### src/rtl/merge_serialize4_pkg.sv
// merge_serialize4_pkg: shared widths, lane count and FSM states for the merge/serialize block.
package merge_serialize4_pkg;
   localparam int ADDRW_DEF = 16;
   localparam int WL_DEF    = 32;
   localparam int LANES     = 4;
   typedef enum logic {IDLE, EMIT} state_t;
endpackage

### src/rtl/merge_reduce4.sv
// merge_reduce4: combinational head detection and per-index value summing across four lanes.
module merge_reduce4
   import merge_serialize4_pkg::*;
#(
   parameter int ADDRW = ADDRW_DEF,
   parameter int WL    = WL_DEF
)(
   input  logic [LANES-1:0]           valid,
   input  logic [LANES-1:0][ADDRW-1:0] index,
   input  logic [LANES-1:0][WL-1:0]    value,
   output logic [LANES-1:0]           head,
   output logic [LANES-1:0][WL-1:0]    sum,
   output logic [2:0]                 head_cnt,
   output logic [2:0]                 valid_cnt
);
   // A lane is a head unless an earlier valid lane carries the same index.
   always_comb begin
      head      = '0;
      sum       = '0;
      head_cnt  = '0;
      valid_cnt = '0;
      for (int i = 0; i < LANES; i++) begin
         head[i] = valid[i];
         for (int j = 0; j < LANES; j++)
            if (valid[j] && index[j] == index[i]) begin
               sum[i] = sum[i] + value[j];
               if (j < i) head[i] = 1'b0;
            end
         head_cnt  = head_cnt + 3'(head[i]);
         valid_cnt = valid_cnt + 3'(valid[i]);
      end
   end
endmodule

### src/rtl/merge_serialize4.sv
// merge_serialize4: merges duplicate-index lanes of a 4-lane group and emits the
// distinct entries one per handshake, counting merged-away lanes in dup_cnt.
module merge_serialize4
   import merge_serialize4_pkg::*;
#(
   parameter int ADDRW = ADDRW_DEF,
   parameter int WL    = WL_DEF
)(
   input  logic             clk,
   input  logic             rst,
   input  logic             ena,
   input  logic             valid1,
   input  logic             valid2,
   input  logic             valid3,
   input  logic             valid4,
   input  logic [ADDRW-1:0] index1,
   input  logic [ADDRW-1:0] index2,
   input  logic [ADDRW-1:0] index3,
   input  logic [ADDRW-1:0] index4,
   input  logic [WL-1:0]    value1,
   input  logic [WL-1:0]    value2,
   input  logic [WL-1:0]    value3,
   input  logic [WL-1:0]    value4,
   output logic             in_ready,
   output logic             out_valid,
   input  logic             out_ready,
   output logic [ADDRW-1:0] out_index,
   output logic [WL-1:0]    out_value,
   output logic             out_last,
   output logic [31:0]      dup_cnt
);
   state_t                     state, state_n;
   logic [LANES-1:0]           valid, head, mask, rest;
   logic [LANES-1:0][ADDRW-1:0] index, idx_r;
   logic [LANES-1:0][WL-1:0]    value, sum, sum_r;
   logic [2:0]                 head_cnt, valid_cnt;
   logic [1:0]                 sel;
   logic [32:0]                dup_sum;
   logic                       accept, fire;

   assign valid = {valid4, valid3, valid2, valid1};
   assign index = {index4, index3, index2, index1};
   assign value = {value4, value3, value2, value1};

   merge_reduce4 #(.ADDRW(ADDRW), .WL(WL)) u_reduce (
      .valid(valid), .index(index), .value(value),
      .head(head), .sum(sum), .head_cnt(head_cnt), .valid_cnt(valid_cnt)
   );

   always_comb begin
      in_ready  = state == IDLE;
      out_valid = state == EMIT;
      accept    = ena && in_ready;
      fire      = out_valid && out_ready;
      rest      = mask & (mask - 4'd1);
      sel       = mask[0] ? 2'd0 : mask[1] ? 2'd1 : mask[2] ? 2'd2 : 2'd3;
      out_index = out_valid ? idx_r[sel] : '0;
      out_value = out_valid ? sum_r[sel] : '0;
      out_last  = out_valid && rest == '0;
      dup_sum   = {1'b0, dup_cnt} + 33'(valid_cnt - head_cnt);
      state_n   = state;
      if (accept && head != '0) state_n = EMIT;
      if (fire && out_last) state_n = IDLE;
   end

   always_ff @(posedge clk or posedge rst)
      if (rst) begin
         state   <= IDLE;
         mask    <= '0;
         idx_r   <= '0;
         sum_r   <= '0;
         dup_cnt <= '0;
      end else begin
         state <= state_n;
         if (accept) begin
            mask    <= head;
            idx_r   <= index;
            sum_r   <= sum;
            dup_cnt <= dup_sum[32] ? '1 : dup_sum[31:0];
         end else if (fire)
            mask <= rest;
      end
endmodule

### config.mk
export PLATFORM = sky130hd
export DESIGN_NAME = merge_serialize4
export DESIGN_NICKNAME = d
export VERILOG_FILES = /design/src/rtl/merge_serialize4_pkg.sv /design/src/rtl/merge_reduce4.sv /design/src/rtl/merge_serialize4.sv
export SDC_FILE = /design/constraint.sdc
export NUM_CORES = 2
export LEC_CHECK = 0
export CELL_PAD_IN_SITES_DETAIL_PLACEMENT = 1
export CELL_PAD_IN_SITES_GLOBAL_PLACEMENT = 2
export CORE_UTILIZATION = 32
export CTS_BUF_LIST = sky130_fd_sc_hd__clkbuf_2
export DETAILED_ROUTE_END_ITERATION = 10
export GPL_TIMING_DRIVEN = 0
export PLACE_DENSITY = 0.8
export SYNTH_ARGS = -nofsm -noshare
export SYNTH_HDL_FRONTEND = slang
export SYNTH_SLANG_ARGS = --single-unit
export TNS_END_PERCENT = 1
### constraint.sdc
create_clock -name clk -period 7.1 [get_ports clk]
set_input_delay 1.065 -clock clk [delete_from_list [all_inputs] [get_ports clk]]
set_output_delay 1.065 -clock clk [all_outputs]
set_load 0.005 [all_outputs]
# Word level (Yosys, flattened, before mapping)
# Cells that the tools add are included.
# op_classes
n_lt_le_gt_ge	1
bitwise_logic	2
mux	36
n_reduce_logical	21
addsub	21
eq_ne	12
# op_table
cell	n
2-to-1 mux 32 bit	19
adder 32 bit	12
== test 16 bit	12
binary-select mux 32 bit (select 2 bit)	1
adder 32 x 33 -> 33 bit	1
binary-select mux 16 bit (select 2 bit)	1
2-to-1 mux 16 bit	2
logical AND 1 bit	17
adder 3 x 1 -> 3 bit	4
2-to-1 mux 1 bit	9
2-to-1 mux 4 bit	2
adder 1 x 1 -> 2 bit	2
bitwise AND 4 bit	1
zero test 4 bit	1
2-to-1 mux 2 bit	2
nonzero test 2 bit	2
nonzero test 4 bit	1
subtractor 3 x 3 -> 4 bit	1
subtractor 4 x 1 -> 4 bit, second input constant	1
< comparator 2 x 3 -> 1 bit, second input constant	1
inverter 1 bit	1
# word_totals
reg_bits	229
inputBits	200
output_inout_bits	83

# Depth between registers and ports, before layout
# logic_depth
ltp_word	9
mapped_depth	46
mapped_depth_nobuf	44

# Cells and area by module
# From an unflattened synthesis, not the netlist that was laid out.
# unflattened
hier_cells	4563
area_unflattened_um2	35536.6
# modules_own_cells
mod	cells_per_inst	n_inst	area_each_um2
merge_reduce4	3449	1	23477.5
merge_serialize4	1114	1	12059.1

# Worst setup path before layout
# Ideal clock, no wire load.
# synth_timing
path_kind	input to register
from	input port index2[10]
to	register sum_r[63] (netlist name)
required_time_ns	7.018
path_stages	40
slack_ns	-1.714
arrival_time_ns	8.732
cell_sequence	xor2_1 nor4_1 nand4_1 clkbuf_1 nor2_1 ha_1 inv_1 fa_1 nor2b_1 o21ai_0 a21boi_0 o21ai_0 nor2b_1 xnor2_1 mux2_2 ha_1 a2111oi_0 o21a_1 (+4 left out) o21bai_1 a21oi_1 xnor2_1 mux2_2 ha_1 inv_1 o221ai_1 a21oi_1 o211ai_1 o311ai_0 a21oi_1 o31ai_1 o21a_1 o211ai_1 a21oi_1 xor2_1 or3_1 a31oi_1
# synth_between
elab_chain_len	9
elab_cells_between_ends	13
classes_between	add/sub (3); eq/ne (3); mux (4); reduce/logical (3)
# synth_rtl
item	line	source
from (decl)	merge_serialize4.sv:17	input logic [ADDRW-1:0] index2,
== test 16 bit	merge_reduce4.sv:25	if (valid[j] && index[j] == index[i]) begin
logical AND 1 bit	merge_reduce4.sv:25	
2-to-1 mux 32 bit	merge_reduce4.sv:25	
adder 32 bit	merge_reduce4.sv:26	sum[i] = sum[i] + value[j];
2-to-1 mux 32 bit	merge_reduce4.sv:25	
adder 32 bit	merge_reduce4.sv:26	
2-to-1 mux 32 bit	merge_reduce4.sv:25	
adder 32 bit	merge_reduce4.sv:26	
2-to-1 mux 32 bit *	merge_reduce4.sv:25	
to (signal assigned)	merge_serialize4.sv:78	sum_r <= sum;
to (decl)	merge_serialize4.sv:35	logic [LANES-1:0][WL-1:0] value, sum, sum_r;
# Every way passes the cells marked *; elsewhere a longest branch is shown, timed or not.
# A chain may end at the register's enable or synchronous reset.

# Worst setup path in the final report
# layout_timing
from	input port index4[5]
to	register sum_r[125] (netlist name)
# layout_between
elab_chain_len	9
elab_cells_between_ends	13
classes_between	add/sub (3); eq/ne (3); mux (4); reduce/logical (3)
# layout_rtl
item	line	source
from (decl)	merge_serialize4.sv:19	input logic [ADDRW-1:0] index4,
== test 16 bit	merge_reduce4.sv:25	
logical AND 1 bit	merge_reduce4.sv:25	
2-to-1 mux 32 bit	merge_reduce4.sv:25	
adder 32 bit	merge_reduce4.sv:26	
2-to-1 mux 32 bit	merge_reduce4.sv:25	
adder 32 bit	merge_reduce4.sv:26	
2-to-1 mux 32 bit *	merge_reduce4.sv:25	
adder 32 bit	merge_reduce4.sv:26	
2-to-1 mux 32 bit *	merge_reduce4.sv:25	
# Marks and branches as above.

==> flow_summary_export.csv <==
group,metric,value,unit
yosys,synth_nets,5489,
grt,first_pass_grt_wire_length,252,mm
timing,slew_viol_final,0,
yosys,synth-main-ff-cell,"dfrtp_1",
floorplanning,die_outline_area,112000,um^2
status,run_status,"finished, violations left",
place,post-dp-hpwl,147,mm
route,antenna_violating_nets_post_route,0,
yosys,ys_seq_elements,229,
run,drv.max_cap_violation_count,0,
power_and_ir_drop,pwr_dens,206,nW/um^2
clock_tree,clk_path_buf_depth,3,
clock_tree,cts_hold_repair.buffers,0,
grt,first_global_vias,39400,
clock_tree,total_cts_buffers,61,
status,failed_checks,"setup timing",
clock_tree,clkTransAtPathRegs,0.14,ns
grt,grt_use_total,0.303,
timing,number_of_endpoints_failing_setup_at_the_final_stage,100,
grt,number_of_antenna_violations_at_the_first_check_in_global_routing,2,
route,drt-initial-drc-count,2249,
final_layout,area_delta_synth_final,21.1,%
place,weighted_congestion_reported_at_the_end_of_routability_driven_placement,0.953,
yosys,synthTopCellsByArea,"dfrtp_1 16%, ha_1 15%, a21oi_1 7.7%",
yosys,post_synth.cell_area_avg,7.26,um^2
floorplanning,floorplan.io_pins,283,
timing,min_clock_period_post_route,8.43,ns
yosys,synth_enable_flop_cells,0,
clock_tree,cts_tree,"done",
clock_tree,cts-root-buf,"clkbuf_2",
critical_path,rr_worst_depth,16,
grt,pin_count_of_the_biggest_net_entering_global_routing,104,
final_layout,final_core_utilization,0.392,
timing,slew-limit-headroom,0.0633,
power_and_ir_drop,worst_ir_drop_vdd,0.143,mV
yosys,register_area_share_after_synthesis,0.163,
critical_path,worstSetupEndpointType,"flop",
yosys,mappedNetlistArea,35300,um^2
floorplanning,initial_utilization,0.323,
final_layout,final_std_cells_w_o_fill,6729,
clock_tree,clock-sinks,229,
yosys,async_reset_ff_frac,1.00,
yosys,synthesis.yosys.warnings,0,
route,vias_per_cell,5.71,
place,portBuffers,279,
final_layout,postLayoutCellArea,42700,um^2
yosys,synthMostInstantiatedCell,"nand2_1",
floorplanning,core_area,109000,um^2
timing,final_min_period_over_clock_period,1.19,
critical_path,critical_path_slowest_stage_cell,"o21ai_0",
place,detailed_place.area,40300,um^2
critical_path,worstPathArrival,9.47,ns
hold_path,min_path_type,"in -> reg",
hold_path,hold_depth,3,
floorplanning,die_height,334,um
route,wl_per_cell,25.9,um
route,firstDrtPassIters,5,
floorplanning,floorplan.rows,121,
clock_tree,cts_max_level,2,
timing,timing_worst_slew_pin_value,1.40,ns
final_layout,drive_above_1_share,0.123,
critical_path,critPathMaxFanout,10,
yosys,ys_top_cells_by_count,"652 x nand2_1, 571 x nor2_1, 541 x a21oi_1",
clock_tree,later_pin_clock_latency_in_the_skew_report,1.09,ns
critical_path,critPathRequiredTime,8.14,ns
floorplanning,die_w,334,um
critical_path,critPathMaxStageDelay,0.54,ns
timing,timing.fmax,119,MHz
critical_path,critical_path_class,"in -> reg",
route,drc_violations,0,
timing,worst_case_setup_margin_in_the_final_layout,-1.33,ns
yosys,syn_inst,4859,
critical_path,cp-start-kind,"primary input",
yosys,post_synth_top_area_share,0.163,
route,drt_wl_total,174,mm
timing,grt_setup_unrepaired,"true",
grt,globalRoute.totalOverflow,0,
power_and_ir_drop,leakagePower,0.0193,uW
timing,timing.clock.skew,0.126,ns
timing,finalHoldViolCount,0,
yosys,synth_area_leader_cell,"dfrtp_1",
place,placed_cells,6559,
route,dr_total_vias,38400,
final_layout,nNetsFinal,5894,
timing,hold_slack,0.247,ns
yosys,synth.lib_cells_used.distinct,91,
## metal layers
metal | track usage | routed length [um] | up-vias
met4 | 0.109 | 6550 | 0
met5 | 0 | 0 | -
met2 | 0.531 | 84100 | 997
met1 | 0.387 | 76700 | 18900
li1 | - | - | 18300
met3 | 0.0226 | 6620 | 261
## critical path: cells and delay by family
kind,cells,cell delay (ns)
AOI/OAI and AO/OA,11,3.19
xor gates and xnor gates,4,0.54
adders and majority gates,3,0.79
buffers and inverters,9,1.71
muxes,1,0.34
and+or+nand+nor,10,1.76
## logic make-up (layout without fill, tap and decap cells)
| family | count (synthesis) | count (layout) | share of synthesized area |
|---|---|---|---|
| DFF | 229 | 229 | 0.163 |
| other | 0 | 4 | 0 |
| buffers and inverters | 362 | 814 | 0.0387 |
| adders and majority gates | 436 | 436 | 0.158 |
| AOI/OAI and AO/OA | 1553 | 1553 | 0.275 |
| xor gates and xnor gates | 441 | 441 | 0.110 |
| muxes | 154 | 154 | 0.0461 |
| and+or+nand+nor | 1684 | 1684 | 0.209 |
## power by group
| part | switching (uW) | leakage [uW] | total (uW) | internal (uW) |
|---|---|---|---|---|
| Clock | 672 | 0.000401 | 986 | 315 |
| Sequential | 371 | 0.00278 | 2270 | 1900 |
| Combinational | 3260 | 0.0161 | 5540 | 2290 |
| Total | 4300 | 0.0193 | 8800 | 4500 |
## per-stage QoR
stage                     total power, uW   TNS, ns  setup WS, ns
after global placement               7560  -1509.55         -6.89
final                                8800    -70.81         -1.33
after CTS                            8780    -74.39         -1.33
after floorplan                      5550   -103.77        -0.912
after global routing                 9470   -100.41         -1.55
after detailed placement             7710   -457.31         -5.35
## registers in the layout, summed over array words and instances, names as in the netlist
register   count
out_valid      1
mask           4
idx_r         64
dup_cnt       32
sum_r        128
## worst paths after layout
check / startpoint / to / slack [ns]
max: index4[5] / sum_r[125] / -1.33
min in group asynchronous: rst / idx_r[10] / 0.40
max reg2reg: dup_cnt[0] / dup_cnt[20] / 2.86
min: index1[6] / idx_r[6] / 0.25
max in group asynchronous: rst / sum_r[70] / 5.69
min reg2reg: sum_r[9] / sum_r[9] / 0.49
## placed cells by master (no fill, tap or decap), types with 21 or more instances in the layout
cell,count
clkinv_1,22
nand2b_1,40
dfrtp_1,229
o21bai_1,53
xor2_1,175
and3_1,42
ha_4,21
ha_1,380
clkbuf_1,134
nand3_1,81
mux2i_1,85
buf_4,61
a31oi_1,45
o21ai_2,24
a211oi_1,37
or3_1,25
o31ai_1,28
o22a_1,34
or2_2,29
inv_1,167
nand4_1,45
o21ai_0,274
o21a_1,62
clkdlybuf4s50_1,213
clkbuf_2,125
a21o_1,185
nor3_1,58
xnor2_1,253
a21oi_1,481
mux2_2,60
nand2_1,644
nor2b_1,37
a21oi_2,56
nor2_1,554
o21ai_1,45
## final cells by class
type / count / area (um^2)
antenna: 4 / 10.0
inverter: 177 / 676
clock buffer: 78 / 390
multi-input combinational: 4268 / 30000
clock inverter: 32 / 143
sequential: 229 / 5730
tap: 1414 / 1770
timing repair buffer: 343 / 3110
buffer: 184 / 847
fill: 13500 / 66300
## timing repair
item,CTS,global route
setup endpoints to repair,138,117
pin swaps,57,92
buffers inserted,32,25
resized for setup,364,251
(Power assumes the default switching activity.)
